File: config.mk
export PLATFORM = sky130hd
export DESIGN_NAME = tone_gen
export DESIGN_NICKNAME = d
export VERILOG_FILES = /design/src/rtl/tone_pkg.sv /design/src/rtl/tone_halfperiod_cnt.sv /design/src/rtl/tone_gen.sv
export SDC_FILE = /design/constraint.sdc
export NUM_CORES = 1
export LEC_CHECK = 0
export CORE_ASPECT_RATIO = 1.25
export CORE_UTILIZATION = 56
export DETAILED_ROUTE_END_ITERATION = 10
export MAX_ROUTING_LAYER = met4
export PLACE_DENSITY_LB_ADDON = 0.1
export SLEW_MARGIN = 40
export SYNTH_ARGS = -nofsm -noshare
export SYNTH_HDL_FRONTEND = slang
export SYNTH_SLANG_ARGS = --single-unit
File: constraint.sdc
create_clock -name clk -period 3.8 [get_ports clk]
set_clock_uncertainty 0.1 [all_clocks]
set_input_delay 0.76 -clock clk [delete_from_list [all_inputs] [get_ports clk]]
set_output_delay 0.76 -clock clk [all_outputs]
set_load 0.02 [all_outputs]
File: src/rtl/tone_pkg.sv
// tone_pkg: shared definitions for the tone generator.
//   - chromatic note frequencies C4..B4 in milli-Hz
//   - hp_calc(): rounded half-period in clock cycles for a given note
//   - tone_state_e: controller states
//   - NUM_NOTES: default table size
package tone_pkg;

  localparam int NUM_NOTES = 12;

  localparam logic [31:0] C4_MHZ  = 32'd261626;
  localparam logic [31:0] CS4_MHZ = 32'd277183;
  localparam logic [31:0] D4_MHZ  = 32'd293665;
  localparam logic [31:0] DS4_MHZ = 32'd311127;
  localparam logic [31:0] E4_MHZ  = 32'd329628;
  localparam logic [31:0] F4_MHZ  = 32'd349228;
  localparam logic [31:0] FS4_MHZ = 32'd369994;
  localparam logic [31:0] G4_MHZ  = 32'd391995;
  localparam logic [31:0] GS4_MHZ = 32'd415305;
  localparam logic [31:0] A4_MHZ  = 32'd440000;
  localparam logic [31:0] AS4_MHZ = 32'd466164;
  localparam logic [31:0] B4_MHZ  = 32'd493883;

  typedef enum logic [1:0] {
    ST_IDLE = 2'd0,
    ST_RUN  = 2'd1,
    ST_PEND = 2'd2
  } tone_state_e;

  function automatic logic [31:0] note_mhz(input int idx);
    case (idx)
      0:       return C4_MHZ;
      1:       return CS4_MHZ;
      2:       return D4_MHZ;
      3:       return DS4_MHZ;
      4:       return E4_MHZ;
      5:       return F4_MHZ;
      6:       return FS4_MHZ;
      7:       return G4_MHZ;
      8:       return GS4_MHZ;
      9:       return A4_MHZ;
      10:      return AS4_MHZ;
      11:      return B4_MHZ;
      default: return A4_MHZ;
    endcase
  endfunction

  // round(clk_hz / (2 * f)) with f in milli-Hz:
  // (clk_hz*1000 + f) / (2*f) adds half the divisor before truncating.
  function automatic logic [63:0] hp_calc(input logic [63:0] clk_hz, input int idx);
    logic [63:0] f_mhz;
    f_mhz = 64'(note_mhz(idx));
    return (clk_hz * 64'd1000 + f_mhz) / (64'd2 * f_mhz);
  endfunction

endpackage

File: src/rtl/tone_halfperiod_cnt.sv
// tone_halfperiod_cnt: loadable wrapping half-period counter.
// Ports:
//   clk, reset  - clock, synchronous active-low reset
//   load_i      - capture hp_i and restart the count at 0 (wins over counting)
//   hp_i        - half-period length in cycles
//   run_i       - count enable
//   wrap_o      - high in the cycle the count sits at hp-1 while running
module tone_halfperiod_cnt #(
  parameter int CNT_W = 26
) (
  input  logic             clk,
  input  logic             reset,
  input  logic             load_i,
  input  logic [CNT_W-1:0] hp_i,
  input  logic             run_i,
  output logic             wrap_o
);

  logic [CNT_W-1:0] cnt_q, cnt_d;
  logic [CNT_W-1:0] hp_q, hp_d;

  assign wrap_o = run_i && (cnt_q == hp_q - CNT_W'(1));

  always_comb begin
    cnt_d = cnt_q;
    hp_d  = hp_q;
    if (load_i) begin
      hp_d  = hp_i;
      cnt_d = '0;
    end else if (wrap_o) begin
      cnt_d = '0;
    end else if (run_i) begin
      cnt_d = cnt_q + CNT_W'(1);
    end
  end

  always_ff @(posedge clk) begin
    if (!reset) begin
      cnt_q <= '0;
      hp_q  <= '0;
    end else begin
      cnt_q <= cnt_d;
      hp_q  <= hp_d;
    end
  end

endmodule

File: src/rtl/tone_gen.sv
// tone_gen: square-wave tone generator, one note from a chromatic table,
// selected through a valid/ready handshake. Note changes and stops take
// effect only on output toggles so freqOut never glitches.
// Optional feature macro: TONE_OCTAVE_EN adds the octave port (half-period
// right-shift, clamped to a minimum of 2 cycles).
// Ports:
//   clk, reset   - clock, synchronous active-low reset
//   enable       - 1 = run/accept notes, 0 = stop at the next falling toggle
//   note_sel     - requested note index, note_valid/note_ready handshake
//   octave       - half-period shift 0..7 (TONE_OCTAVE_EN only)
//   freqOut      - registered tone output
//   edge_tick    - pulse in the cycle freqOut changes
//   active       - in RUN or PEND
//
// state   | meaning
// IDLE    | output parked low, waiting for a note
// RUN     | tone running, no request waiting
// PEND    | tone running, new note waiting for the next toggle
module tone_gen #(
  parameter  int CLK_HZ    = 100_000_000,
  parameter  int CNT_W     = 26,
  parameter  int NUM_NOTES = tone_pkg::NUM_NOTES,
  localparam int NOTE_W    = $clog2(NUM_NOTES)
) (
  input  logic              clk,
  input  logic              reset,
  input  logic              enable,
  input  logic [NOTE_W-1:0] note_sel,
  input  logic              note_valid,
  output logic              note_ready,
`ifdef TONE_OCTAVE_EN
  input  logic [2:0]        octave,
`endif
  output logic              freqOut,
  output logic              edge_tick,
  output logic              active
);

  import tone_pkg::*;

  logic [2:0] oct;
`ifdef TONE_OCTAVE_EN
  assign oct = octave;
`else
  assign oct = 3'd0;
`endif

  tone_state_e       state_q, state_d;
  logic              freq_q, freq_d;
  logic              tick_q, tick_d;
  logic [NOTE_W-1:0] pend_q, pend_d;
  logic [NOTE_W-1:0] load_idx;
  logic              load, wrap, run, accept, in_range;
  logic [CNT_W-1:0]  hp_tab [NUM_NOTES];
  logic [CNT_W-1:0]  hp_shift, hp_eff;

  for (genvar g = 0; g < NUM_NOTES; g++) begin : g_hp
    assign hp_tab[g] = CNT_W'(hp_calc(64'(CLK_HZ), g));
  end

  assign note_ready = reset && enable && (state_q != ST_PEND);
  assign accept     = note_valid && note_ready;
  // One extra bit so a power-of-two NUM_NOTES still compares correctly.
  assign in_range   = {1'b0, note_sel} < (NOTE_W+1)'(NUM_NOTES);
  assign run        = (state_q != ST_IDLE);

  // Octave is only consumed here, so it is effectively sampled on load.
  assign hp_shift = hp_tab[load_idx] >> oct;
  assign hp_eff   = (hp_shift < CNT_W'(2)) ? CNT_W'(2) : hp_shift;

  tone_halfperiod_cnt #(.CNT_W(CNT_W)) u_cnt (
    .clk    (clk),
    .reset  (reset),
    .load_i (load),
    .hp_i   (hp_eff),
    .run_i  (run),
    .wrap_o (wrap)
  );

  always_comb begin
    state_d  = state_q;
    freq_d   = freq_q;
    tick_d   = 1'b0;
    pend_d   = pend_q;
    load     = 1'b0;
    load_idx = note_sel;
    case (state_q)
      ST_IDLE: begin
        freq_d = 1'b0;
        if (accept && in_range) begin
          load    = 1'b1;
          state_d = ST_RUN;
        end
      end
      ST_RUN: begin
        if (wrap) begin
          if (!enable) begin
            // Stop: a high output falls now; a low output just stays low.
            state_d = ST_IDLE;
            freq_d  = 1'b0;
            tick_d  = freq_q;
          end else begin
            freq_d = ~freq_q;
            tick_d = 1'b1;
          end
        end
        // A request landing on a wrap cycle waits for the following toggle.
        if (accept && in_range) begin
          pend_d  = note_sel;
          state_d = ST_PEND;
        end
      end
      ST_PEND: begin
        if (wrap) begin
          if (!enable) begin
            state_d = ST_IDLE;
            freq_d  = 1'b0;
            tick_d  = freq_q;
          end else begin
            freq_d   = ~freq_q;
            tick_d   = 1'b1;
            load     = 1'b1;
            load_idx = pend_q;
            state_d  = ST_RUN;
          end
        end
      end
      default: state_d = ST_IDLE;
    endcase
  end

  always_ff @(posedge clk) begin
    if (!reset) begin
      state_q <= ST_IDLE;
      freq_q  <= 1'b0;
      tick_q  <= 1'b0;
      pend_q  <= '0;
    end else begin
      state_q <= state_d;
      freq_q  <= freq_d;
      tick_q  <= tick_d;
      pend_q  <= pend_d;
    end
  end

  assign freqOut   = freq_q;
  assign edge_tick = tick_q;
  assign active    = (state_q != ST_IDLE);

endmodule

==> results of run 1 <==
-- per-stage QoR --
stage | setup WS [ns] | setup TNS [ns] | cell area [um^2] | utilization, %
2_1_floorplan | 0.0158 | 0 | 3400 | -
3_3_place_gp | 0.190 | 0 | 3620 | 62.2
3_5_place_dp | 0.103 | 0 | 3620 | 62.2
4_1_cts | 0.0702 | 0 | 3730 | 64.1
5_1_grt | -0.0233 | -0.0233 | 3800 | 65.4
6_report | 0.191 | 0 | 3800 | 65.4
-- sequential cells by signal, indices dropped and copies added, names as in the netlist --
register,cells
pend_q,4
u_cnt.cnt_q,26
edge_tick,1
freqOut,1
state_q,2
u_cnt.hp_q,18
-- critical path, cell delays in order, from the launching register on --
cell and delay (ns):
dfxtp_1 0.32, inv_1 0.05, ha_1 0.15, or4b_4 0.50, nand4bb_4 0.26, o31a_1 0.32
nor4b_4 0.23, nor3b_2 0.19, buf_4 0.17, mux2_4 0.36, inv_2 0.09, ha_4 0.15
xnor2_1 0.11, nor2_1 0.05, mux2i_1 0.21, o211ai_1 0.12, a21oi_1 0.15
-- worst max-delay path by stage --
stage | end | slack (ns) | depth (start not counted)
floorplan | u_cnt.hp_q[1] | 0.02 | 19
global route | u_cnt.hp_q[1] | -0.02 | 17
global placement | u_cnt.hp_q[1] | 0.19 | 17
CTS | u_cnt.hp_q[1] | 0.07 | 17
detailed placement | u_cnt.hp_q[1] | 0.10 | 17
finish | u_cnt.hp_q[1] | 0.19 | 16
-- routing by layer --
metal | vias up | GRT usage, %
met1 | 1409 | 34.1
met4 | 0 | 10.7
li1 | 1502 | -
met3 | 16 | 4.51
met5 | - | -
met2 | 67 | 46.8
-- area by class of cell --
class | count | area share [%]
clock buffer | 5 | 1.81
clock inverter | 3 | 1.12
inverter | 17 | 1.68
multi-input combinational | 329 | 58.8
sequential | 52 | 27.4
tap | 66 | 2.17
timing repair buffer | 32 | 7.04
-- cell usage in the layout (no fill, tap or decap), types with 3 or more instances in the layout --
| cell | Yosys | final |
|---|---|---|
| dfxtp_1 | 52 | 52 |
| nor2_1 | 48 | 48 |
| nand2_1 | 37 | 37 |
| xor2_1 | 29 | 29 |
| xnor2_1 | 22 | 22 |
| buf_4 | 0 | 21 |
| a21oi_1 | 19 | 18 |
| o21ai_0 | 17 | 17 |
| inv_1 | 16 | 15 |
| nand3_1 | 15 | 15 |
| mux2i_1 | 15 | 14 |
| nand4_1 | 11 | 11 |
| ha_1 | 12 | 11 |
| clkdlybuf4s50_1 | 0 | 11 |
| and3_1 | 10 | 10 |
| nor3_1 | 10 | 9 |
| a31oi_1 | 7 | 7 |
| nand2b_1 | 7 | 7 |
| nor4_1 | 7 | 6 |
| clkbuf_8 | 0 | 5 |
| nand3b_1 | 4 | 4 |
| and2_1 | 4 | 4 |
| o21ai_1 | 4 | 4 |
| nor3b_1 | 3 | 3 |
| o21bai_1 | 3 | 3 |
| o22ai_1 | 3 | 3 |
| a211o_1 | 3 | 3 |
| a211oi_1 | 3 | 3 |
-- what timing repair did --
action                                  in CTS  in global routing
gates resized for setup                      0                  9
hold buffers                                 0                  0
endpoints found under the setup margin       0                  7
setup buffers                                0                  3
-- power breakdown --
part	switching (uW)	leakage [uW]	internal, uW
clock network	189	0.0000541	195
logic	210	0.00102	179
registers	31.2	0.000420	567
total	430	0.00149	940
-- cell families (layout without fill, tap and decap cells) --
group                      Yosys count  count (layout)  synth area share, %
AOI/OAI and AO/OA                   77              77                 14.6
xor gates and xnor gates            51              51                 13.2
adders and majority gates           12              12                 4.43
buffers and inverters               37              57                 5.06
DFF                                 52              52                 30.7
muxes                               19              19                 5.83
and+or+nand+nor                    170             170                 26.2
==> results_dict.tcl, run 1 <==
set metrics [dict create \
    vias 2994 \
    slew_viol_final 0 \
    clk_latency_ns 0.31 \
    wl_met2_um 4100 \
    nFillCells 546 \
    grt_overflow 0 \
    syn2layout_area_growth_pct 12.2 \
    synthCells 418 \
    dp_hpwl_um 6140 \
    io_pins 12 \
    p_leak_uw 0.00149 \
    maxCapViolCount 0 \
    hold_path_end "u_cnt.hp_q[17]" \
    hold_violations 0 \
    syn-num-nets 438 \
    die-area_um2 6370 \
    numCtsBuffers 5 \
    die_h_um 89.0 \
    hold_path.class "reg2reg" \
    setup_viol 0 \
    core-area_um2 5820 \
    grt_pass1_vias 2816 \
    layout-drive-gt1-share_pct 10.5 \
    top_layer "met4" \
    path_max_fanout 8 \
    wl_um 8100 \
    worstMarginPinSlew_ns 0.577 \
    async_flop_share_pct 0 \
    hold_path.startpoint "u_cnt.hp_q[17]" \
    drc 0 \
    ys_ff_latch 52 \
    timing.fmax_mhz 277 \
    initial_core_util_pct 58.3 \
    peakVddDrop_mv 0.196 \
    clk_pin_slew_ns 0.10 \
    place_inst 493 \
    cp-end-kind "flip-flop" \
    synth_edf_count 0 \
    port_buffers 11 \
    yosysTopAreaCellShare_pct 30.7 \
    cp.required_ns 3.94 \
    layoutNonFillerInstCount 504 \
    fin_crit_sh_pct 95.0 \
    multi_input_area_um2 2240 \
    arrival_ns 3.75 \
    rows 31 \
    powerDensity_nw_per_um2 360 \
    ys_warn_count 0 \
    drt.antenna.violating_nets 0 \
    min_path_cells 2 \
    drtPass1Iterations 4 \
    via_per_inst 5.94 \
    seq_area_frac_synth_pct 30.7 \
    synthTopCellsByArea "dfxtp_1 (31%), xor2_1 (7.5%), xnor2_1 (5.7%), nor2_1 (5.3%), ha_1 (4.4%)" \
    reg2reg_from "u_cnt.hp_q[0]" \
    seq_area_um2 1040 \
    die_w_um 71.6 \
    hold_slack_ns 0.422 \
    synth_common_cells "dfxtp_1 (52), nor2_1 (48), nand2_1 (37)" \
    yosysTopAreaCell "dfxtp_1" \
    cts_tree "done" \
    cp-start-kind "flip-flop" \
    antenna_cells 0 \
    cts-root-buf "clkbuf_8" \
    max-clock-path-buffers 2 \
    grt_usage_pct 28.0 \
    power_uw 1370 \
    rsz0062_at_grt "yes" \
    synth_ff_type "dfxtp_1" \
    grt_max_degree 27 \
    met3_length_um 294 \
    r2r_slack_ns 0.19 \
    min_period_ns 3.61 \
    crit_type "reg2reg" \
    antenna_found_initial 0 \
    yosysMostFrequentCell "dfxtp_1" \
    ctsHtreeMaxLevel 2 \
    worst-r2r-cell-count 16 \
    nNetsFinal 457 \
    clkSinkCount 52 \
    drtIter0Drc 172 \
    ys_types 59 \
    grt_pass1_wl_um 13600 \
    slew_headroom_pct 61.6 \
    status "finished, final reports clean" \
    postSynthAreaPerCell_um2 8.11 \
    drt-met1-wl_um 3520 \
    wire_per_inst_um 16.1 \
    syn_area_um2 3390 \
    gp_congestion 0.963 \
    startpoint "u_cnt.hp_q[0]" \
    reg2reg_to "u_cnt.hp_q[1]" \
]
Power figures use the tool's default switching activity.
==> inputs of run 2 (changes only) <==
- SLEW_MARGIN: 40 -> 5
==> results of run 2 <==
No change in the layout: final DEF, timing and power equal those of run 1.
==> inputs of run 3 (changes only) <==
- CAP_MARGIN: unset -> 30
- CORE_UTILIZATION: 56 -> 30
==> run 3 against run 2 <==
  * Clock power up 20%
  * Critical path depth is 3 lower
  * Maximum frequency down 0.81%
  * Clock-buffer cell count rose by 1
  * Largest power group unchanged
  * Core utilization down 29 points
  * Global-route usage shrank 12 points
==> results_dict.tcl, run 3 (synthesis gave the netlist of run 1 again) <==
set metrics [dict create \
    grt_overflow 0 \
    drtIter0Drc 128 \
    clkSinkCount 52 \
    clk_pin_slew_ns 0.07 \
    status "finished, final reports clean" \
    arrival_ns 3.72 \
    antenna_cells 0 \
    slew_headroom_pct 63.4 \
    grt_usage_pct 16.2 \
    powerDensity_nw_per_um2 366 \
    max-clock-path-buffers 2 \
    syn2layout_area_growth_pct 18.5 \
    grt_pass1_wl_um 14800 \
    min_period_ns 3.64 \
    maxCapViolCount 0 \
    via_per_inst 5.10 \
    layout-drive-gt1-share_pct 12.7 \
    cp-start-kind "flip-flop" \
    largest_registers "u_cnt.cnt_q x26, u_cnt.hp_q x18, pend_q x4" \
    rsz0062_at_grt "yes" \
    nNetsFinal 467 \
    place_inst 570 \
    hold_path_end "u_cnt.hp_q[17]" \
    peakVddDrop_mv 0.181 \
    gp_congestion 0.848 \
    hold_violations 0 \
    die-area_um2 11700 \
    setup_viol 0 \
    die_h_um 121 \
    power_uw 1470 \
    postPlaceCellArea_um2 3760 \
    critPathBufInv 3 \
    vias 2974 \
    min_path_cells 2 \
    drc 0 \
    numCtsBuffers 5 \
    rows 43 \
    cp-end-kind "flip-flop" \
    worst-r2r-cell-count 13 \
    timing.fmax_mhz 275 \
    antenna_found_initial 0 \
    r2r_slack_ns 0.16 \
    slew_viol_final 0 \
    fin_crit_sh_pct 95.8 \
    grt_pass1_vias 2829 \
    core-area_um2 11000 \
    clk_latency_ns 0.29 \
    dp_hpwl_um 6930 \
    reg2reg_from "u_cnt.hp_q[0]" \
    hold_path.startpoint "u_cnt.hp_q[17]" \
    cp_cell_sequence "inv_1 -> ha_1 -> or4b_4 -> nand4bb_4 -> o31a_1 -> nor4b_4 -> nor3b_4 -> buf_6 -> mux2i_4 -> ha_2 -> inv_1 -> o21ai_0 -> a31o_1" \
    io_pins 12 \
    die_w_um 97.1 \
    drt.antenna.violating_nets 0 \
    crit_type "reg2reg" \
    layoutNonFillerInstCount 583 \
    mostFrequentLayoutCell "dfxtp_1" \
    regMostFlops "u_cnt.cnt_q" \
    max_stage_delay_ns 0.49 \
    worstMarginPinSlew_ns 0.549 \
    crit_family "simple AND/OR/NAND/NOR gates" \
    reg2reg_to "u_cnt.hp_q[14]" \
    hold_path.class "reg2reg" \
    design_area_um2 4020 \
    p_leak_uw 0.00158 \
    cts_hold_buf 0 \
    slowest_stage "or4b_4" \
    largest_reg_flops 26 \
    ctsHtreeMaxLevel 2 \
    cp.required_ns 3.89 \
    drtPass1Iterations 4 \
    cts_tree "done" \
    path_max_fanout 6 \
    wire_per_inst_um 15.5 \
    mostFrequentLayoutCells "dfxtp_1 (52), nor2_1 (48), nand2_1 (37), buf_4 (30), xor2_1 (29)" \
    crit_top_cell "inv_1" \
    grt_max_degree 27 \
    wl_um 9050 \
    hold_slack_ns 0.420 \
    port_buffers 11 \
    cts-root-buf "clkbuf_16" \
    initial_core_util_pct 30.7 \
]
-- run 3: final cells by class --
class                           count  area (um^2)
Sequential cell                    52         1040
Multi-Input combinational cell    329         2250
Tap cell                          135          169
Fill cell                        1131         7010
Clock buffer                        6          139
Inverter                           17         63.8
Clock inverter                      2         10.0
Timing Repair Buffer               42          347
-- run 3: per-layer routing --
metal / vias to the layer above / wire [um] / global-route usage (%)
met5: - / 0 / -
met4: 0 / 67 / 5.13
met3: 6 / 300 / 2.49
met1: 1377 / 4280 / 20.9
li1: 1537 / - / -
met2: 54 / 4400 / 26.2
-- run 3: repair_timing --
action,in CTS,in global routing
gates resized for setup,2,10
pin swaps,0,5
gates cloned,0,0
setup endpoints to repair,2,14
buffers inserted,0,5
-- run 3: how the worst max path moves through the flow --
stage,start,end,slack [ns],cells after the start
6_report,u_cnt.hp_q[0],u_cnt.hp_q[14],0.16,13
2_1_floorplan,u_cnt.hp_q[0],u_cnt.hp_q[1],0.02,19
3_3_place_gp,u_cnt.hp_q[0],u_cnt.hp_q[1],0.11,16
3_5_place_dp,u_cnt.hp_q[0],u_cnt.hp_q[1],-0.06,16
5_1_grt,u_cnt.hp_q[0],u_cnt.hp_q[1],-0.03,15
4_1_cts,u_cnt.hp_q[0],u_cnt.hp_q[1],0.04,16
-- run 3: metrics by stage --
step / setup slack, ns / util (%) / TNS, ns
global placement: 0.108 / 34.1 / 0
floorplan: 0.0158 / - / 0
CTS: 0.0421 / 35.6 / 0
finish: 0.161 / 36.4 / 0
global route: -0.0261 / 36.4 / -0.0281
detailed placement: -0.0575 / 34.1 / -0.0663
-- run 3: worst min-delay path, delay by kind of cell (launching register included) --
| kind | cells | cell delay, ns |
|---|---|---|
| flops | 1 | 0.35 |
| simple gates | 1 | 0.07 |
| compound gates | 1 | 0.06 |
-- run 3: power breakdown --
part	switching, uW	internal [uW]
Combinational	218	192
Clock	201	260
Sequential	32.7	567
Total	452	1020
